### src/rtl/charmatrix_cmd_parser_pkg.sv
// Shared constants, state encoding and byte-class helper for the char-matrix command parser.
package charmatrix_pkg;

  localparam logic [7:0] CHR_CR    = 8'h0D;
  localparam logic [7:0] CHR_BS    = 8'h08;
  localparam logic [7:0] CHR_ESC   = 8'h1B;
  localparam logic [7:0] CMD_COLOR = 8'h43;  // 'C'
  localparam logic [7:0] CMD_RAND  = 8'h52;  // 'R'
  localparam logic [7:0] CMD_CLEAR = 8'h58;  // 'X'

  localparam logic [7:0] PRINT_LO  = 8'h20;
  localparam logic [7:0] PRINT_HI  = 8'h7E;

  typedef enum logic [1:0] {
    S_CHAR  = 2'd0,
    S_ESC   = 2'd1,
    S_COLOR = 2'd2,
    S_CLEAR = 2'd3
  } state_t;

  function automatic logic is_printable(input logic [7:0] b);
    return (b >= PRINT_LO) && (b <= PRINT_HI);
  endfunction

endpackage

### src/rtl/charmatrix_cmd_parser_hex_nibble_decoder.sv
// Combinational ASCII hex digit decoder ('0'-'9', 'A'-'F', 'a'-'f').
// Zero latency; no handshake.
module hex_nibble_decoder (
  input  logic [7:0] byte_dat,
  output logic       hex_vld,
  output logic [3:0] hex_val
);

  always_comb begin
    hex_vld = 1'b0;
    hex_val = 4'h0;
    if (byte_dat >= 8'h30 && byte_dat <= 8'h39) begin
      hex_vld = 1'b1;
      hex_val = byte_dat[3:0];
    end else if ((byte_dat >= 8'h41 && byte_dat <= 8'h46) ||
                 (byte_dat >= 8'h61 && byte_dat <= 8'h66)) begin
      // 'A'..'F' and 'a'..'f' share the low nibble 1..6
      hex_vld = 1'b1;
      hex_val = byte_dat[3:0] + 4'd9;
    end
  end

endmodule

### src/rtl/charmatrix_cmd_parser.sv
// Byte-stream command parser feeding the LED char-matrix text/colour buffer.
// One-cycle registered write latency; rx_ready drops only while a clear sweep runs.
module charmatrix_cmd_parser
  import charmatrix_pkg::*;
#(
  parameter int          NUM_CHARS  = 4,
  parameter int          ADDR_W     = 2,
  parameter logic [7:0]  CLEAR_CHAR = 8'h20
) (
  input  logic              clk,
  input  logic              rst_n,
  input  logic [7:0]        rx_data,
  input  logic              rx_valid,
  input  logic              rx_error,
  output logic              rx_ready,
  input  logic [3:0]        rnd_color,
  output logic              wr_en,
  output logic [ADDR_W-1:0] wr_addr,
  output logic [7:0]        wr_char,
  output logic [3:0]        wr_color,
  output logic [ADDR_W-1:0] cursor,
  output logic              busy
);

  localparam int CNT_W = $clog2(NUM_CHARS + 1);
  localparam logic [ADDR_W-1:0] LAST_CELL = ADDR_W'(NUM_CHARS - 1);
  localparam logic [CNT_W-1:0]  CLR_DONE  = CNT_W'(NUM_CHARS);

  state_t              state_q, state_d;
  logic [ADDR_W-1:0]   cursor_q, cursor_d;
  logic [3:0]          cur_color_q, cur_color_d;
  logic                rand_mode_q, rand_mode_d;
  logic [CNT_W-1:0]    clr_cnt_q, clr_cnt_d;
  logic                rx_ready_q, rx_ready_d;
  logic                busy_q, busy_d;
  logic                wr_en_q, wr_en_d;
  logic [ADDR_W-1:0]   wr_addr_q, wr_addr_d;
  logic [7:0]          wr_char_q, wr_char_d;
  logic [3:0]          wr_color_q, wr_color_d;

  logic                hex_vld;
  logic [3:0]          hex_val;
  logic                accept;
  logic [3:0]          sel_color;

  hex_nibble_decoder u_hex (
    .byte_dat (rx_data),
    .hex_vld  (hex_vld),
    .hex_val  (hex_val)
  );

  assign accept    = rx_valid && rx_ready_q;
  assign sel_color = rand_mode_q ? rnd_color : cur_color_q;

  always_comb begin
    state_d     = state_q;
    cursor_d    = cursor_q;
    cur_color_d = cur_color_q;
    rand_mode_d = rand_mode_q;
    clr_cnt_d   = clr_cnt_q;
    rx_ready_d  = 1'b1;
    busy_d      = 1'b0;
    wr_en_d     = 1'b0;
    wr_addr_d   = wr_addr_q;
    wr_char_d   = wr_char_q;
    wr_color_d  = wr_color_q;

    if (state_q == S_CLEAR) begin
      if (clr_cnt_q == CLR_DONE) begin
        state_d   = S_CHAR;
        cursor_d  = '0;
        clr_cnt_d = '0;
      end else begin
        wr_en_d    = 1'b1;
        wr_addr_d  = ADDR_W'(clr_cnt_q);
        wr_char_d  = CLEAR_CHAR;
        wr_color_d = sel_color;
        clr_cnt_d  = clr_cnt_q + CNT_W'(1);
        busy_d     = 1'b1;
        rx_ready_d = 1'b0;
      end
    end else if (accept) begin
      if (rx_error) begin
        // corrupted byte also aborts any half-received escape
        state_d = S_CHAR;
      end else begin
        case (state_q)
          S_CHAR: begin
            if (is_printable(rx_data)) begin
              wr_en_d    = 1'b1;
              wr_addr_d  = cursor_q;
              wr_char_d  = rx_data;
              wr_color_d = sel_color;
              cursor_d   = (cursor_q == LAST_CELL) ? '0 : cursor_q + ADDR_W'(1);
            end else if (rx_data == CHR_CR) begin
              cursor_d = '0;
            end else if (rx_data == CHR_BS) begin
              if (cursor_q != '0) cursor_d = cursor_q - ADDR_W'(1);
            end else if (rx_data == CHR_ESC) begin
              state_d = S_ESC;
            end
          end
          S_ESC: begin
            state_d = S_CHAR;
            if (rx_data == CMD_COLOR) begin
              state_d = S_COLOR;
            end else if (rx_data == CMD_RAND) begin
              rand_mode_d = 1'b1;
            end else if (rx_data == CHR_ESC) begin
              state_d = S_ESC;
            end else if (rx_data == CMD_CLEAR) begin
              // first clear write issues in the same cycle busy rises
              state_d    = S_CLEAR;
              wr_en_d    = 1'b1;
              wr_addr_d  = '0;
              wr_char_d  = CLEAR_CHAR;
              wr_color_d = sel_color;
              clr_cnt_d  = CNT_W'(1);
              busy_d     = 1'b1;
              rx_ready_d = 1'b0;
            end
          end
          S_COLOR: begin
            state_d = S_CHAR;
            if (hex_vld) begin
              cur_color_d = hex_val;
              rand_mode_d = 1'b0;
            end
          end
          default: state_d = S_CHAR;
        endcase
      end
    end
  end

  always_ff @(posedge clk or negedge rst_n) begin
    if (!rst_n) begin
      state_q     <= S_CHAR;
      cursor_q    <= '0;
      cur_color_q <= 4'h0;
      rand_mode_q <= 1'b0;
      clr_cnt_q   <= '0;
      rx_ready_q  <= 1'b0;
      busy_q      <= 1'b0;
      wr_en_q     <= 1'b0;
      wr_addr_q   <= '0;
      wr_char_q   <= 8'h00;
      wr_color_q  <= 4'h0;
    end else begin
      state_q     <= state_d;
      cursor_q    <= cursor_d;
      cur_color_q <= cur_color_d;
      rand_mode_q <= rand_mode_d;
      clr_cnt_q   <= clr_cnt_d;
      rx_ready_q  <= rx_ready_d;
      busy_q      <= busy_d;
      wr_en_q     <= wr_en_d;
      wr_addr_q   <= wr_addr_d;
      wr_char_q   <= wr_char_d;
      wr_color_q  <= wr_color_d;
    end
  end

  assign rx_ready = rx_ready_q;
  assign busy     = busy_q;
  assign cursor   = cursor_q;
  assign wr_en    = wr_en_q;
  assign wr_addr  = wr_addr_q;
  assign wr_char  = wr_char_q;
  assign wr_color = wr_color_q;

endmodule

### config.mk
export PLATFORM = sky130hd
export DESIGN_NAME = charmatrix_cmd_parser
export DESIGN_NICKNAME = d
export VERILOG_FILES = /design/src/rtl/charmatrix_cmd_parser_pkg.sv /design/src/rtl/charmatrix_cmd_parser_hex_nibble_decoder.sv /design/src/rtl/charmatrix_cmd_parser.sv
export SDC_FILE = /design/constraint.sdc
export NUM_CORES = 1
export LEC_CHECK = 0
export ABC_AREA = 1
export ABC_CLOCK_PERIOD_IN_PS = 2500
export CAP_MARGIN = 20
export CORE_ASPECT_RATIO = 1.2
export CORE_UTILIZATION = 54
export CTS_BUF_LIST = sky130_fd_sc_hd__clkbuf_4
export CTS_CLUSTER_DIAMETER = 120
export DETAILED_ROUTE_END_ITERATION = 8
export MAX_ROUTING_LAYER = met4
export PLACE_DENSITY = 0.93
export SLEW_MARGIN = 30
export SYNTH_ARGS = -nofsm -noshare
export SYNTH_HDL_FRONTEND = slang
export SYNTH_SLANG_ARGS = --single-unit
### constraint.sdc
create_clock -name clk -period 2.5 [get_ports clk]
set_input_delay 0.5 -clock clk [delete_from_list [all_inputs] [get_ports clk]]
set_output_delay 0.5 -clock clk [all_outputs]
set_load 0.02 [all_outputs]
Word-level counts from Yosys, hierarchy flattened --
Cells that the tools add are included.
Word-level totals: logic and storage cells 169, register bits after elaboration 29, output and inout port bits 19
Cells by class: magnitude comparators 8, equality and inequality tests 29, bitwise operators 2, mux-type cells 93, add/sub/neg operators 4, reduce and logical (&&, ||, !) cells 22
Operator list (count):
- 8-bit 2-to-1 mux | 9
- 2-bit 2-to-1 mux | 30
- 4-bit 2-to-1 mux | 12
- 1-bit 2-to-1 mux | 27
- 3-bit 2-to-1 mux | 9
- 8-bit by 7-bit == test with 1-bit output (second input constant) | 3
- 8-bit by 7-bit <= comparator with 1-bit output (second input constant) | 3
- 8-bit by 4-bit == test with 1-bit output (second input constant) | 2
- 8-bit by 6-bit greater-or-equal comparator with 1-bit output (second input constant) | 2
- 8-bit by 7-bit greater-or-equal comparator with 1-bit output (second input constant) | 2
- 4-bit != test (second input constant) | 4
- 8-bit case mux with 2 select lines | 1
- 3-bit != test (second input constant) | 5
- 2-bit != test (second input constant) | 7
- 7-bit AND reduction | 2
- 6-bit AND reduction | 2
- 2-bit nonzero test | 6
- 9-bit AND reduction | 1
- 8-bit by 5-bit == test with 1-bit output (second input constant) | 1
- 8-bit by 6-bit <= comparator with 1-bit output (second input constant) | 1
- 2-bit case mux with 2 select lines | 2
- 4-bit case mux with 2 select lines | 1
- 4-bit nonzero test | 2
- 2-bit == test (second input constant) | 3
- 14 further kinds | 21

Depth between registers and ports, before layout --
Gate-level depths: netlist of run 1.
depth in word-level cells 9, depth in mapped cells 13, gate-level depth less buffers 13

By module --
A second synthesis of run 1 with hierarchy kept.
Second synthesis, totals: cells, all modules 249, area, all modules 2035.7 um2
Modules (own cells, without submodules):
- charmatrix_cmd_parser | times used 1, seq. area each 725.7 um2, cells each 216, area an instance 1860.5 um2
- hex_nibble_decoder | times used 1, seq. area each 0.0 um2, cells each 33, area an instance 175.2 um2

Worst setup path after synthesis of run 1 --
No wires, ideal clock.
kind reg2reg, start register state_q[0], end register wr_addr_q[1] (netlist: wr_addr[1]), arrival 1.617 ns, data required time 2.383 ns, setup slack 0.766 ns, cell stages (with the launch flop) 9, library setup time 0.117 ns, path buffers 2, cell sequence dfrtp_1 clkbuf_1 inv_1 ha_1 nor3_4 nand3_4 buf_6 nand2_1 nand2_1
On the way: cells in the longest elaborated chain, start to end 5, elaborated cells between the ends (all ways) 17, classes of those cells eq/ne (9); mux (4); reduce/logical (4)
RTL lines:
- start, declared | line charmatrix_cmd_parser.sv:29 | state_t state_q, state_d;
- start signal, assigned | line charmatrix_cmd_parser.sv:150 | state_q <= state_d;
- 2-bit by 1-bit == test with 1-bit output / 2-bit logical NOT (equally long branches) | line charmatrix_cmd_parser.sv:87 | case (state_q)
- 2-bit case mux with 2 select lines | line charmatrix_cmd_parser.sv:87
- 2-bit 2-to-1 mux | line charmatrix_cmd_parser.sv:83 | if (rx_error) begin
- 2-bit 2-to-1 mux | line charmatrix_cmd_parser.sv:82 | end else if (accept) begin
- 2-bit 2-to-1 mux | line charmatrix_cmd_parser.sv:68 | if (state_q == S_CLEAR) begin
- end signal, assigned | line charmatrix_cmd_parser.sv:158 | wr_addr_q <= wr_addr_d;
- end, declared | line charmatrix_cmd_parser.sv:37 | logic [ADDR_W-1:0] wr_addr_q, wr_addr_d;
Parallel ways exist; a longest one is shown, timed or not. The select of a mux whose other input is x is not followed. A chain may end at the register's enable or synchronous reset.

Worst setup path after layout of run 1 --
start register state_q[0], end register wr_char_q[2] (netlist: wr_char[2])
On the way: cells in the longest elaborated chain, start to end 5, elaborated cells between the ends (all ways) 17, classes of those cells eq/ne (9); mux (4); reduce/logical (4)
RTL lines:
- 2-bit by 1-bit == test with 1-bit output / 2-bit logical NOT (equally long branches) | line charmatrix_cmd_parser.sv:87
- 8-bit case mux with 2 select lines | line charmatrix_cmd_parser.sv:87
- 8-bit 2-to-1 mux | line charmatrix_cmd_parser.sv:83
- 8-bit 2-to-1 mux | line charmatrix_cmd_parser.sv:82
- 8-bit 2-to-1 mux | line charmatrix_cmd_parser.sv:68
- end signal, assigned | line charmatrix_cmd_parser.sv:159 | wr_char_q <= wr_char_d;
- end, declared | line charmatrix_cmd_parser.sv:38 | logic [7:0] wr_char_q, wr_char_d;
Parallel ways exist; a longest one is shown, timed or not. The select of a mux whose other input is x is not followed.

==> key figures, run 1 <==
Critical path
  • Worst Path Arrival: 2380 ps
  • Worst Path Max Fanout: 14
  • Startpoint types: register
  • R2R Setup Slk: 410 ps
  • Crit end category: register
  • WP data required: ~2800 ps
  • Critical path class: register to register

CTS
  • CTS tree: yes
  • Clock Pin Slew Worst Setup and Hold Paths: 90 ps
  • Hold_buf cts: 0
  • Post-CTS setup buffer count: 0
  • Htree depth: 2
  • Post-CTS resize count: 0
  • TritonCTS Buffers: 5
  • Clk_lat worst skew: about 340 ps
  • Clock root cell: clkbuf_4
  • Deepest clock path buffer count: 2
  • Clk sinks: 29

Finish
  • Footprint of the multi-input gates: 1050 um^2
  • Layout fillers: between 200 and 300
  • Layout cells sized above 1: between 10% and 20%
  • Fin nets: between 300 and 400
  • Non-Filler Cell Area, Final: about 2400 um^2
  • Area delta synth->final: 21.4%
  • Antenna cell count: 0
  • Final Util: a little over two thirds
  • FF+latch area: 726 um^2

STA
  • Final setup margin: ~410 ps
  • Worst slew pin tran: between 400 and 500 ps
  • FMAX: 0.478 GHz
  • Final setup fails: 0
  • Slew margin rel.: between 70 and 80%
  • Tcrit/Tclk final: a little over four fifths
  • Pins Over Slew Limit: 0
  • TNS Setup: 0 ps
  • Clock Skew: 7.92 ps
  • Tmin final: about 2100 ps
  • Final hold violation count: 0
  • RSZ-0062 raised after global routing: false

Synthesis
  • Yosys cell types: 31
  • Sequential share of the synthesized area: a little under two fifths
  • Post-Syn Area per Cell: between 7 and 8 um^2
  • Post-synthesis mux area share: about 1.1%
  • Ys Warns: 0
  • Cells after Synth: ~260
  • Synth Area in Compound Gates: ~6.1%
  • Adder-Cell Fraction of Synth Area: under 10%
  • Post-Synth XOR/XNOR Area: roughly 1.8%
  • Synth Net Count: 292
  • Largest family of logic cells by synthesized area: simple AND/OR/NAND/NOR gates
  • Mapped Area: 1960 um^2
  • Flops & latches, synth: 29
  • Synth Area in Simple Gates: between 30% and 40%

Global route
  • First-pass GRT wire length: roughly 7.5 mm
  • Largest net degree at the start of global routing: 30
  • Vias in the first global route: between 1,500 and 2,000
  • GRT Residual Overflow: 0
  • Antenna violations before repair: 0
  • Tot GR Track Use: a little over a quarter

Power and ir drop
  • Total power: between 1.5 and 2 mW
  • P per Cell Area: slightly above 700 nW/um^2
  • Maximum vdd drop: 0.542 mV
  • Leakage: approximately 1.2 nW

Flow run
  • Max-cap violations: 0

Die
  • Die Y: 68.0 um
  • I/O Pins: 35
  • Core area: ~3400 um^2
  • Die Wd: 57.0 um
  • Row cnt: 23
  • DIE AREA: 3880 um^2
  • Initial Util: between 50 and 60%

Placed design
  • Place WS: about 130 ps
  • Placed Instance Area: about 2300 um^2
  • RePlAce Congestion: between 0.9 and 1
  • PortBufs: 34
  • HPWL after DPL: about 3.5 mm

Run status
  • Status: complete, but fails checks
  • Failing checks: DRC

Detailed routing
  • DR iter-0 viols: 75
  • Iteration count of the initial detailed-routing pass: 6
  • Vias: 1,854
  • Drt drc: 11
  • Via-to-Cell Ratio: 5.45
  • WL final: 4.43 mm
  • Final ANT Viol Nets: 0
  • Avg WL per Cell: 13.0 um

Min path
  • Hold crit path type: register to register
[power breakdown]
part           total (mW)  internal, mW  leakage [nW]  switching (mW)
Sequential          0.661         0.576         0.368          0.0850
Combinational       0.758         0.330         0.839           0.428
Clock               0.288         0.118        0.0354           0.170
[final timing paths]
path / start / to / cells past startpoint
min in group asynchronous: rst_n / wr_char[2] / 2
worst min-delay path: wr_char[5] / wr_char[5] / 2
max in group asynchronous: rst_n / wr_en / 2
worst max register to register: state_q[0] / wr_char[2] / 8
worst min register to register: wr_char[5] / wr_char[5] / 2
worst max-delay path: state_q[0] / wr_char[2] / 8
[final cells by class]
cell class	instances	share of cell area (%)
inverter	35	5.73
clock inverter	2	0.420
tap	37	1.94
multi-input combinational	193	44.0
sequential	29	30.5
timing repair buffer	38	15.6
clock buffer	6	1.89
[placed cells by master, fill, tap and decap left out, types with 2 or more instances in the layout]
cell,instances
mux2_2,2
nor2_2,2
nand2_1,80
ha_1,12
o21ai_0,9
nand2_2,3
a21oi_1,6
buf_4,4
clkbuf_4,6
nor3_1,2
xor2_1,4
nor2_1,27
or2_2,3
dfrtp_1,29
nand3_1,15
nand4_1,16
inv_2,3
nand3_4,2
inv_1,31
clkdlybuf4s50_1,34
clkinv_2,2
o22ai_1,2
[through the flow]
stage	hold WS [ps]	instances
after floorplan	204	264
after global placement	457	332
after detailed placement	467	332
after CTS	489	340
after global routing	498	340
final	482	340
[registers in the layout (all words and copies together), names as in the netlist]
name	flops
wr_color	4
rx_ready	1
clr_cnt_q	3
wr_char	8
wr_addr	2
state_q	2
wr_en	1
rand_mode_q	1
cur_color_q	4
busy	1
cursor	2
[routing by layer]
layer / up-vias / global-route usage, % / share of wire (%) / routed length [um]
li1: 930 / - / - / -
met1: 852 / 29.4 / 42 / 1850
met2: 60 / 46.3 / 51 / 2250
met3: 12 / 3.59 / 4.8 / 214
met4: 0 / 11.6 / 2.7 / 120
met5: - / - / 0 / 0
[cells in the mapped netlist, drive strengths merged]
cell,count,area (um^2)
a21oi,7,38.8
buf,6,47.5
clkbuf,1,3.75
dfrtp,29,726
ha,12,150
inv,35,136
mux2,2,22.5
nand2,84,330
nand3,18,120
nand4,16,100
nor2,29,114
nor3,4,36.3
o211ai,1,7.51
o21ai,9,45.0
o22ai,2,12.5
o31ai,1,7.51
o41ai,1,8.76
or2,3,18.8
xor2,4,35.0
[worst max-delay path: stages (launching register included)]
cell	delay, ps
dfrtp_1	560
ha_1	500
inv_6	100
nand2_1	140
nand2_2	90
nor3_4	180
buf_4	230
nand4_1	130
nand2_1	100
[cells by family after synthesis]
group / Yosys count
xor+xnor: 4
flops: 29
simple gates: 154
compound gates: 21
fa+ha+maj: 12
mux: 2
buf+inv: 42
No activity file was read; power rests on OpenSTA's default activity.
==> run 2, diff against run 1 <==
ABC_CLOCK_PERIOD_IN_PS = 1900   (was 2500)
CORE_UTILIZATION = 49   (was 54)
PLACE_DENSITY = 0.89   (was 0.93)
clock period = 1.9 ns   (was 2.5 ns; I/O delays follow)
==> key figures, run 2 (synthesis gave the netlist of run 1 again) <==
Critical path
  • Worst Path Arrival: 2040 ps (-340 ps)
  • Critical path class: input port to register
  • Worst Path Max Fanout: 15 (+1)
  • Crit end category: register
  • Startpoint types: input port
  • WP data required: 2170 ps (-620 ps)

Die
  • Die Y: 71.3 um (+4.8%)
  • DIE AREA: 4260 um^2 (+9.9%)
  • Core area: 3720 um^2 (+9.7%)
  • Row cnt: 24 (+4.3%)
  • Initial Util: 52.7% (-5.1 points)
  • I/O Pins: 35 (unchanged)
  • Die Wd: 59.7 um (+4.8%)

CTS
  • Htree depth: 2 (unchanged)
  • Deepest clock path buffer count: 2 (unchanged)
  • CTS tree: yes
  • TritonCTS Buffers: 5 (unchanged)
  • Clock root cell: clkbuf_4
  • Hold_buf cts: 0 (unchanged)
  • Clk sinks: 29 (unchanged)
  • Clk_lat worst skew: 340 ps (about the same)
  • Clock Pin Slew Worst Setup and Hold Paths: 100 ps (about the same)

Global route
  • Antenna violations before repair: 0 (unchanged)
  • First-pass GRT wire length: 7.58 mm (+1.3%)
  • Tot GR Track Use: 23.9% (-2.1 points)
  • GRT Residual Overflow: 0 (unchanged)
  • Largest net degree at the start of global routing: 30 (unchanged)
  • Vias in the first global route: 1,825 (+6.9%)

Detailed routing
  • DR iter-0 viols: 70 (-6.7%)
  • Drt drc: 0 (-11)
  • Iteration count of the initial detailed-routing pass: 4 (-2)
  • Via-to-Cell Ratio: 5.06 (-7.3%)
  • WL final: 4.52 mm (+2.0%)
  • Vias: 1,926 (+3.9%)
  • Final ANT Viol Nets: 0 (unchanged)
  • Avg WL per Cell: 11.9 um (-9.0%)

STA
  • Pins Over Slew Limit: 0 (unchanged)
  • Slew margin rel.: 76.3% (+6.2 points)
  • Final setup fails: 0 (unchanged)
  • FMAX: between 0.5 and 0.6 GHz
  • Hold Slack: 413 ps (-69.3 ps)
  • Tmin final: ~1800 ps
  • Clock Skew: 11.1 ps (+3.17 ps)
  • Final setup margin: 132 ps (-277 ps)
  • Tcrit/Tclk final: roughly 93%
  • Worst slew pin tran: 356 ps (-90.7 ps)
  • Final hold violation count: 0 (unchanged)

Finish
  • Layout cells sized above 1: 19.1% (+8.3 points)
  • Fin nets: 356 (+7.9%)
  • Max reg flops: 8 (unchanged)
  • Most common cell after layout, fill and taps aside: nand2_1
  • Final Util: 70.4% (+0.31 points)
  • Antenna cell count: 0 (unchanged)
  • Non-Filler Cell Area, Final: 2620 um^2 (+10%)
  • Layout fillers: 303 (+11%)
  • Most frequent cells in the layout: nand2_1 (79), clkdlybuf4s50_1 (34), inv_1 (30), buf_4 (30), dfrtp_1 (29)
  • Area delta synth->final: 33.8%

Placed design
  • Place WS: -284 ps (-412 ps)
  • Placed Instance Area: 2540 um^2 (+9.2%)
  • HPWL after DPL: 3.64 mm (+4.1%)
  • RePlAce Congestion: 0.938 (-1.1%)
  • PortBufs: 34 (unchanged)

Flow run
  • Max-cap violations: 0 (unchanged)

Power and ir drop
  • Leakage: 1.36 nW (+9.7%)
  • Maximum vdd drop: 0.494 mV (-8.9%)
  • P per Cell Area: 866 nW/um^2 (+21%)

Run status
  • Status: finished clean

Min path
  • Hold crit path type: input port to async pin
## run 2: worst paths after layout
path	from	slack (ps)	depth (start not counted)	endpoint
max	rx_data[0]	130	10	wr_color[3]
min	rst_n	410	2	wr_char[2]
max reg2reg	state_q[1]	140	8	wr_en
min reg2reg	wr_color[0]	480	2	wr_color[0]
max in group asynchronous	rst_n	1220	2	wr_char[6]
min in group clk	wr_color[0]	480	2	wr_color[0]
## run 2: what timing repair did
item,in CTS,in global routing
setup buffers,0,0
gates resized for setup,0,7
setup endpoints to repair,0,19
## run 2: final cells by class
class                           instances  area (um^2)  area share, %
Clock buffer                            5         37.5           1.43
Inverter                               35          136           5.20
Timing Repair Buffer                   64          566           21.6
Clock inverter                          3         17.5          0.668
Multi-Input combinational cell        193         1070           41.0
Sequential cell                        29          726           27.7
Tap cell                               52         65.1           2.48
## run 2: worst max-delay path, cell delays in order
cell,delay (ps)
clkdlybuf4s50_1,470
inv_1,50
ha_1,220
nand3_1,130
inv_1,100
a21oi_4,210
nand2_4,150
nand3_4,180
nand2_1,70
nand2_1,60
## run 2: power by group
| part | total [mW] | switching [mW] | internal, mW |
|---|---|---|---|
| Sequential | 0.854 | 0.0958 | 0.758 |
| Combinational | 1.06 | 0.584 | 0.477 |
| Clock | 0.356 | 0.217 | 0.139 |
| Total | 2.27 | 0.897 | 1.37 |
## run 2: metal layers
metal	track usage [%]	part of all wire, %	up-vias
met5	-	0	-
met4	10.3	1.9	0
met3	5.05	3.6	8
met2	41.6	52	58
met1	25.5	42	883
li1	-	-	977
## run 2: metrics by stage
stage	setup TNS, ps	instances	power, mW
after floorplan	0	264	1.45
after global placement	-3900	373	1.87
after detailed placement	-5190	373	1.92
after CTS	0	381	2.27
after global routing	-32.8	381	2.44
final	0	381	2.27
